[config.mk]
export PLATFORM = sky130hd
export DESIGN_NAME = comparador_serial_izq_der_flat
export DESIGN_NICKNAME = d
export VERILOG_FILES = /design/src/rtl/comparador_serial_izq_der_if.sv /design/src/rtl/comparador_serial_izq_der.sv /design/src/flat_wrapper.sv
export SDC_FILE = /design/constraint.sdc
export NUM_CORES = 1
export LEC_CHECK = 0
export CAP_MARGIN = 20
export CORE_AREA = 4 4 41 43
export CTS_CLUSTER_SIZE = 40
export DETAILED_ROUTE_END_ITERATION = 16
export DIE_AREA = 0 0 45 47
export GPL_ROUTABILITY_DRIVEN = 0
export PLACE_DENSITY = 0.74
export SLEW_MARGIN = 10
export SYNTH_ARGS = -nofsm -noshare
export SYNTH_HDL_FRONTEND = slang
export SYNTH_SLANG_ARGS = --single-unit
[constraint.sdc]
create_clock -name clk -period 2.9 [get_ports clk]
set_input_delay 0.58 -clock clk [delete_from_list [all_inputs] [get_ports clk]]
set_output_delay 0.58 -clock clk [all_outputs]
set_load 0.02 [all_outputs]
[src/rtl/comparador_serial_izq_der_if.sv]
// rtl/comparador_serial_izq_der_if.sv - bit-pair stream and result bus of the serial comparator
interface comparador_serial_izq_der_if;
  logic start;
  logic bit_valid;
  logic a_bit;
  logic b_bit;
  logic busy;
  logic decided;
  logic done;
  logic lt;
  logic eq;
  logic gt;
  logic z;

  modport master (
    output start, bit_valid, a_bit, b_bit,
    input  busy, decided, done, lt, eq, gt, z
  );

  modport slave (
    input  start, bit_valid, a_bit, b_bit,
    output busy, decided, done, lt, eq, gt, z
  );
endinterface

[src/rtl/comparador_serial_izq_der.sv]
// rtl/comparador_serial_izq_der.sv - MSB-first bit-serial magnitude comparator
// The relation latches at the first unequal bit; all N bits are still consumed before done.
module comparador_serial_izq_der #(
  parameter int N = 8
) (
  input  logic                         clk,
  input  logic                         reset,
  comparador_serial_izq_der_if.slave   bus
);
  localparam int CW = $clog2(N + 1);
  localparam logic [CW-1:0] LAST = CW'(N - 1);

  typedef enum logic [1:0] {IDLE, S_EQ, S_GT, S_LT} state_t;

  state_t        state, state_nx, rel;
  logic [CW-1:0] count, count_nx;
  logic          busy_q, decided_q, done_q, lt_q, eq_q, gt_q, z_q;
  logic          busy_nx, decided_nx, done_nx, lt_nx, eq_nx, gt_nx, z_nx;
  logic          accept, last;

  // start wins over a bit presented in the same cycle, so that bit is never accepted
  assign accept = (state != IDLE) && bus.bit_valid && !bus.start;
  assign last   = (count == LAST);

  always_comb begin
    rel = state;
    if (state == S_EQ) begin
      if (bus.a_bit && !bus.b_bit)      rel = S_GT;
      else if (!bus.a_bit && bus.b_bit) rel = S_LT;
    end
  end

  always_ff @(posedge clk) begin
    if (reset) begin
      state     <= IDLE;
      count     <= '0;
      busy_q    <= 1'b0;
      decided_q <= 1'b0;
      done_q    <= 1'b0;
      lt_q      <= 1'b0;
      eq_q      <= 1'b0;
      gt_q      <= 1'b0;
      z_q       <= 1'b0;
    end else begin
      state     <= state_nx;
      count     <= count_nx;
      busy_q    <= busy_nx;
      decided_q <= decided_nx;
      done_q    <= done_nx;
      lt_q      <= lt_nx;
      eq_q      <= eq_nx;
      gt_q      <= gt_nx;
      z_q       <= z_nx;
    end
  end

  always_comb begin
    state_nx = state;
    count_nx = count;
    if (bus.start) begin
      state_nx = S_EQ;
      count_nx = '0;
    end else if (accept) begin
      if (last) begin
        state_nx = IDLE;
        count_nx = '0;
      end else begin
        state_nx = rel;
        count_nx = count + CW'(1);
      end
    end
  end

  always_comb begin
    busy_nx    = (state_nx != IDLE);
    done_nx    = 1'b0;
    decided_nx = decided_q;
    lt_nx      = lt_q;
    eq_nx      = eq_q;
    gt_nx      = gt_q;
    z_nx       = z_q;
    if (bus.start) begin
      decided_nx = 1'b0;
      lt_nx      = 1'b0;
      eq_nx      = 1'b0;
      gt_nx      = 1'b0;
      z_nx       = 1'b0;
    end else if (accept) begin
      decided_nx = (rel != S_EQ);
      if (last) begin
        done_nx = 1'b1;
        lt_nx   = (rel == S_LT);
        eq_nx   = (rel == S_EQ);
        gt_nx   = (rel == S_GT);
        z_nx    = (rel != S_GT);
      end
    end
  end

  assign bus.busy    = busy_q;
  assign bus.decided = decided_q;
  assign bus.done    = done_q;
  assign bus.lt      = lt_q;
  assign bus.eq      = eq_q;
  assign bus.gt      = gt_q;
  assign bus.z       = z_q;
endmodule

[src/flat_wrapper.sv]
// flat-port wrapper written by rule: the top's interface ports become plain ports
module comparador_serial_izq_der_flat 
#(
  parameter int N = 8
)
  (clk, reset, bus_start, bus_bit_valid, bus_a_bit, bus_b_bit, bus_busy, bus_decided, bus_done, bus_lt, bus_eq, bus_gt, bus_z);
  comparador_serial_izq_der_if bus_i ();
  input  logic clk;
  input  logic reset;
  input wire logic [$bits(bus_i.start)-1:0] bus_start;
  input wire logic [$bits(bus_i.bit_valid)-1:0] bus_bit_valid;
  input wire logic [$bits(bus_i.a_bit)-1:0] bus_a_bit;
  input wire logic [$bits(bus_i.b_bit)-1:0] bus_b_bit;
  output wire logic [$bits(bus_i.busy)-1:0] bus_busy;
  output wire logic [$bits(bus_i.decided)-1:0] bus_decided;
  output wire logic [$bits(bus_i.done)-1:0] bus_done;
  output wire logic [$bits(bus_i.lt)-1:0] bus_lt;
  output wire logic [$bits(bus_i.eq)-1:0] bus_eq;
  output wire logic [$bits(bus_i.gt)-1:0] bus_gt;
  output wire logic [$bits(bus_i.z)-1:0] bus_z;
  assign bus_i.start = bus_start;
  assign bus_i.bit_valid = bus_bit_valid;
  assign bus_i.a_bit = bus_a_bit;
  assign bus_i.b_bit = bus_b_bit;
  assign bus_busy = bus_i.busy;
  assign bus_decided = bus_i.decided;
  assign bus_done = bus_i.done;
  assign bus_lt = bus_i.lt;
  assign bus_eq = bus_i.eq;
  assign bus_gt = bus_i.gt;
  assign bus_z = bus_i.z;
  comparador_serial_izq_der #(.N(N)) u_core (.clk(clk), .reset(reset), .bus(bus_i));
endmodule
==> results.sh, run 1 <==
export IMPL_totalNegativeSetupSlack_ns=0
export IMPL_cp_max_fo=6
export IMPL_clk_root_buffer_cell="clkbuf_4"
export IMPL_setup_viol_count_final=0
export IMPL_die_x_um=45
export IMPL_critPathSlowestCell="clkdlybuf4s50_1"
export IMPL_status="finished clean"
export IMPL_cts_tree="yes"
export IMPL_post_cts_resize_count=0
export IMPL_fin_crit_ns=1.83
export IMPL_cts_hold_buf=0
export IMPL_rr_startpoint="u_core.count[0]$_SDFFE_PP0N_"
export IMPL_worst_setup_path_start_kind="input pin"
export IMPL_final_seq_area_um2=260
export IMPL_area_delta_synth_final_pct=25.9
export IMPL_end_kind="register"
export IMPL_ys_ff_latch=13
export IMPL_routed_wl_mm=1.11
export IMPL_cts_sinks=13
export IMPL_io_buffers=12
export IMPL_critical_path_max_stage_delay_ns=0.56
export IMPL_final_cells=94
export IMPL_overflow=0
export IMPL_coreArea_um2=1300
export IMPL_cp_required_ns=3.10
export IMPL_r2r_end="u_core.bus.busy$_SDFF_PP0_"
export IMPL_worst_pin_slew_ns=0.418
export IMPL_power_density_nw_per_um2=444
export IMPL_nets=87
export IMPL_wl_per_cell_um=11.8
export IMPL_io_pins=13
export IMPL_drive_gt1_share_pct=7.59
export IMPL_fin_util_pct=55.6
export IMPL_final_common_cell="dfxtp_1"
export IMPL_hp_start="u_core.bus.z$_SDFFE_PP0P_"
export IMPL_clk_pin_slew_worst_paths_ns=0.08
export IMPL_vias=497
export IMPL_hold_violations=0
export IMPL_hold_class="register to register"
export IMPL_maxCapViolations=0
export IMPL_hold_path_end="u_core.bus.z$_SDFFE_PP0P_"
export IMPL_grt_usage_pct=12.5
export IMPL_peakVddDrop_v=0.000196
export IMPL_numCtsBuffers=3
export IMPL_synth_largest_area_cell="dfxtp_1"
export IMPL_grt_max_degree=11
export IMPL_cp_arrival_ns=2.03
export IMPL_die_area_um2=2120
export IMPL_place_area_um2=697
export IMPL_fin_hold_ws_ns=0.457
export IMPL_fill_cells=129
export IMPL_drtPass1Iterations=3
export IMPL_rr_worst_depth=4
export IMPL_synth_cells=66
export IMPL_diodes=0
export IMPL_synth_cell_types=28
export IMPL_rsz0062_at_grt="no"
export IMPL_synth_top_area_share_pct=45.3
export IMPL_slew_headroom_pct=72.0
export IMPL_grt_util_met3_pct=4.60
export IMPL_drc=0
export IMPL_syn_nets=73
export IMPL_antenna_found_initial=0
export IMPL_multiInputGateArea_um2=294
export IMPL_drtIter0Drc=1
export IMPL_grt_pass1_wl_mm=1.86
export IMPL_post_cts_buffers=0
export IMPL_p_leak_nw=0.252
export IMPL_crit_buf_inv=1
export IMPL_seq_area_frac_synth_pct=45.3
export IMPL_fp_dieH_um=47
export IMPL_h_tree_depth=1
export IMPL_ant_nets=0
export IMPL_ys_top_cells_by_area="dfxtp_1 45%, a21oi_1 6.1%, nor2_1 5.2%"
export IMPL_dp_cells=90
export IMPL_holdPathStages=2
export IMPL_dp_hpwl_um=820
export IMPL_cts_buffer_depth=2
export IMPL_rows=13
export IMPL_cp_top_family="buffers and inverters"
export IMPL_report_final_slew_viol_count=0
export IMPL_netlist_area_um2=574
export IMPL_design_area_um2=723
export IMPL_grt_busiest_layer="met2"
export IMPL_clkLatencyLatePin_ns=0.27
export IMPL_grt_pass1_vias=428
export IMPL_fmax_mhz=548
export IMPL_final_cell_mix="13 x dfxtp_1, 12 x clkdlybuf4s50_1, 8 x nor2_1"
export IMPL_cp_cell_sequence="clkdlybuf4s50_1 > o21ai_1 > or4_4 > a31oi_1"
export IMPL_finalCritPeriodShare_pct=62.9
export IMPL_start_util_pct=44.1
export IMPL_avgSynthCellArea_um2=8.70
export IMPL_worstSetupPathType="input pin to register"
export IMPL_met2_usage_pct=18.4
export IMPL_vias_per_cell=5.29
export IMPL_ff2ff_setup_slack_ns=1.39
export IMPL_fin_skew_ns=0.00533
export IMPL_yosysWarnings=0
export IMPL_use_met1_pct=15.1
-- routing by layer --
metal | routed length [um] | share of wire [%]
met1 | 540 | 49
met5 | 0 | 0
met4 | 27 | 2.4
met2 | 492 | 44
met3 | 47 | 4.2
-- power by group --
group	internal, mW	switching (mW)
combinational	0.0151	0.0157
sequential	0.181	0.00261
clock	0.0532	0.0536
total	0.249	0.0719
-- worst reg2reg max path: stages (launching register included) --
cell	delay, ns
dfxtp_1	0.34
ha_1	0.22
and3b_1	0.26
or4_4	0.50
a31oi_1	0.13
-- cells in the mapped netlist, drive strengths merged --
cell type  number
and3b           1
o21a            1
buf             2
a31oi           1
nor3            1
nor2b           2
o2111ai         1
a21oi           7
nand2           4
or4             2
nor3b           2
o21ai           5
inv             1
nand2b          2
dfxtp          13
or2             1
mux2i           2
o211ai          1
clkbuf          1
a211oi          1
nand3           3
and3            1
nor2            8
ha              1
xor2            2
-- per-stage QoR --
| stage | power [mW] | setup WS [ns] |
|---|---|---|
| 6_report | 0.321 | 1.07 |
| 5_1_grt | 0.343 | 1.01 |
| 4_1_cts | 0.327 | 1.09 |
| 3_5_place_dp | 0.218 | 0.812 |
| 3_3_place_gp | 0.219 | 0.812 |
| 2_1_floorplan | 0.203 | 1.43 |
-- cell families after synthesis --
family                     synth area share, %
AOI/OAI and AO/OA                         17.0
adders and majority gates                 2.18
buffers and inverters                     3.48
muxes                                     3.49
xor gates and xnor gates                  3.05
and+or+nand+nor                           25.5
DFF                                       45.3
-- final cells by class --
cell class / count / share of cell area, %
flip-flops and latches: 13 / 36.0
clock buffers: 4 / 3.63
repair buffers: 12 / 16.6
multi-input cells: 49 / 40.7
inverters: 1 / 0.519
well taps: 15 / 2.60
-- sequential cells by signal (all words and copies together), names as in the netlist --
signal              count
u_core.count            4
u_core.bus.decided      1
u_core.bus.z            1
u_core.bus.lt           1
u_core.bus.eq           1
u_core.bus.busy         1
u_core.bus.done         1
u_core.state            2
u_core.bus.gt           1
-- worst max-delay path by stage --
stage / from / to / slack [ns] / depth (start not counted)
floorplan: u_core.count[0]$_SDFFE_PP0N_ / u_core.bus.busy$_SDFF_PP0_ / 1.43 / 5
global placement: bus_bit_valid / u_core.state[1]$_SDFF_PP0_ / 0.81 / 4
detailed placement: bus_bit_valid / u_core.bus.busy$_SDFF_PP0_ / 0.81 / 4
CTS: bus_bit_valid / u_core.bus.busy$_SDFF_PP0_ / 1.09 / 4
global route: bus_bit_valid / u_core.bus.busy$_SDFF_PP0_ / 1.01 / 4
finish: bus_bit_valid / u_core.bus.busy$_SDFF_PP0_ / 1.07 / 4
(Power assumes the default switching activity.)
==> run 2: changes to the inputs <==
CORE_AREA = default   (was 4 4 41 43)
CORE_MARGIN = 4   (was default)
CORE_UTILIZATION = 41   (was default)
DIE_AREA = default   (was 0 0 45 47)
clock period = 1.5 ns   (was 2.9 ns; I/O delays follow)
==> results.sh, run 2 (synthesized netlist as in run 1, its figures left out) <==
export IMPL_status="finished clean"
export IMPL_grt_usage_pct=16.2
export IMPL_sw_frac_of_total_pct=24.1
export IMPL_grt_pass1_vias=542
export IMPL_vias_per_cell=5.50
export IMPL_worst_pin_slew_ns=0.341
export IMPL_peakVddDrop_v=0.000402
export IMPL_die_area_um2=2060
export IMPL_area_delta_synth_final_pct=41.8
export IMPL_routed_wl_mm=1.45
export IMPL_drtIter0Drc=15
export IMPL_clkLatencyLatePin_ns=0.28
export IMPL_r2r_end="u_core.bus.busy$_SDFF_PP0_"
export IMPL_largest_registers="u_core.count (4), u_core.state (2)"
export IMPL_rr_worst_depth=4
export IMPL_seqPwrFrac_pct=54.1
export IMPL_coreArea_um2=1320
export IMPL_cp_required_ns=1.71
export IMPL_p_sw_mw=0.157
export IMPL_cp_max_fo=5
export IMPL_cp_num_cells=4
export IMPL_fin_skew_ns=0.00763
export IMPL_cp_arrival_ns=1.67
export IMPL_report_final_slew_viol_count=0
export IMPL_cts_tree="yes"
export IMPL_fp_dieH_um=45.4
export IMPL_overflow=0
export IMPL_grt_pass1_wl_mm=2.30
export IMPL_hold_violations=0
export IMPL_worstSetupPathType="input pin to register"
export IMPL_final_common_cell="dfxtp_1"
export IMPL_finalCritPeriodShare_pct=96.9
export IMPL_diodes=0
export IMPL_top_register="u_core.count"
export IMPL_startpoint="bus_bit_valid"
export IMPL_nets=97
export IMPL_drc=0
export IMPL_rows=13
export IMPL_grt_max_degree=11
export IMPL_cts_buffer_depth=2
export IMPL_critical_path_max_stage_delay_ns=0.56
export IMPL_rsz0062_at_grt="no"
export IMPL_vias=572
export IMPL_end_kind="register"
export IMPL_post_cts_buffers=0
export IMPL_clk_pin_slew_worst_paths_ns=0.08
export IMPL_combPwrFrac_pct=12.3
export IMPL_wl_per_cell_um=14.0
export IMPL_power_density_nw_per_um2=800
export IMPL_io_buffers=12
export IMPL_fin_crit_ns=1.45
export IMPL_crit_buf_inv=1
export IMPL_p_int_mw=0.495
export IMPL_largest_register_ffs=4
export IMPL_worst_slack_ns=0.0464
export IMPL_start_util_pct=43.6
export IMPL_clkPwrFrac_pct=33.6
export IMPL_p_leak_nw=0.360
export IMPL_h_tree_depth=1
export IMPL_worst_setup_path_start_kind="input pin"
export IMPL_p_total_mw=0.652
export IMPL_critPathSlowestCell="or4_4"
export IMPL_crit_end="u_core.bus.busy$_SDFF_PP0_"
export IMPL_clk_root_buffer_cell="clkbuf_4"
export IMPL_cp_cell_sequence="clkdlybuf4s50_1 > o21ai_1 > or4_4 > a31oi_1"
export IMPL_maxCapViolations=0
export IMPL_pre_cts_slack_ns=-0.264
export IMPL_ff2ff_setup_slack_ns=0.07
export IMPL_fmax_mhz=688
export IMPL_die_x_um=45.4
export IMPL_final_cell_mix="12 x dfxtp_1, 10 x buf_4, 8 x nor2_1"
export IMPL_io_pins=13
export IMPL_numCtsBuffers=3
export IMPL_rr_startpoint="u_core.count[0]$_SDFFE_PP0N_"
export IMPL_cp_top_family="simple AND/OR/NAND/NOR gates"
export IMPL_ant_nets=0
export IMPL_drive_gt1_share_pct=23.6
export IMPL_cts_sinks=13
export IMPL_antenna_found_initial=0
export IMPL_dp_hpwl_mm=1.04
export IMPL_hold_class="register to register"
export IMPL_slew_headroom_pct=77.1
export IMPL_setup_viol_count_final=0
export IMPL_drtPass1Iterations=4
run 2: changes by cell type in the layout (fill, tap and decap cells not counted), moves of 3 or more:
cell | before | now
buf_4 | 0 | 10
dlygate4sd2_1 | 0 | 6
clkdlybuf4s50_1 | 12 | 3
dlymetal6s2s_1 | 0 | 3
run 2: area by class of cell:
class / count / area, um^2
fill: 121 / 503
inverter: 1 / 3.75
sequential: 13 / 262
tap: 15 / 18.8
clock buffer: 4 / 26.3
multi-input combinational: 49 / 309
timing repair buffer: 22 / 195
run 2: power groups by stage:
| stage | Clock (mW) | Combinational [mW] | Sequential [mW] |
|---|---|---|---|
| after floorplan | 0 | 0.0264 | 0.366 |
| after global placement | 0 | 0.0767 | 0.360 |
| after detailed placement | 0 | 0.0780 | 0.361 |
| after CTS | 0.228 | 0.0786 | 0.353 |
| after global routing | 0.254 | 0.0871 | 0.353 |
| final | 0.219 | 0.0803 | 0.352 |
run 2: worst register-to-register path, stage by stage, from the launching register on:
cell	delay, ns
dfxtp_2	0.33
ha_2	0.18
and3b_2	0.25
or4_4	0.44
a31oi_1	0.17
run 2: timing repair:
item,in CTS,in global routing
hold buffers,0,0
pin swaps,0,3
gates resized for setup,6,9
setup endpoints to repair,6,5
run 2: through the flow:
stage	util (%)	TNS [ns]	instances	cell area [um^2]	hold slack (ns)
2_1_floorplan	-	0	66	574	0.369
3_3_place_gp	58.6	-1.08	100	772	0.440
3_5_place_dp	58.6	-1.19	100	772	0.451
4_1_cts	60.0	0	104	791	0.461
5_1_grt	61.8	0	104	815	0.488
6_report	61.8	0	104	815	0.456
run 2: per-layer routing:
layer	vias up	GRT usage [%]	part of all wire, %	wire (um)
li1	279	-	-	-
met3	2	7.11	7.6	110
met1	274	17.9	41	590
met4	0	8.77	0.76	11
met5	-	0	0	0
met2	17	25.6	51	738
run 2: worst min path at each step:
stage	startpoint	endpoint	slack (ns)	cells after the start
2_1_floorplan	reset	u_core.bus.busy$_SDFF_PP0_	0.37	1
3_3_place_gp	u_core.bus.lt$_SDFFE_PP0P_	u_core.bus.lt$_SDFFE_PP0P_	0.44	2
6_report	u_core.bus.z$_SDFFE_PP0P_	u_core.bus.z$_SDFFE_PP0P_	0.46	2
3_5_place_dp	u_core.bus.z$_SDFFE_PP0P_	u_core.bus.z$_SDFFE_PP0P_	0.45	2
5_1_grt	u_core.bus.eq$_SDFFE_PP0P_	u_core.bus.eq$_SDFFE_PP0P_	0.49	2
4_1_cts	u_core.bus.z$_SDFFE_PP0P_	u_core.bus.z$_SDFFE_PP0P_	0.46	2
==> run 3: changes to the inputs <==
ABC_CLOCK_PERIOD_IN_PS = 1500   (was default)
==> results of run 3 <==
Final layout, timing and power as in run 2 (identical DEF).
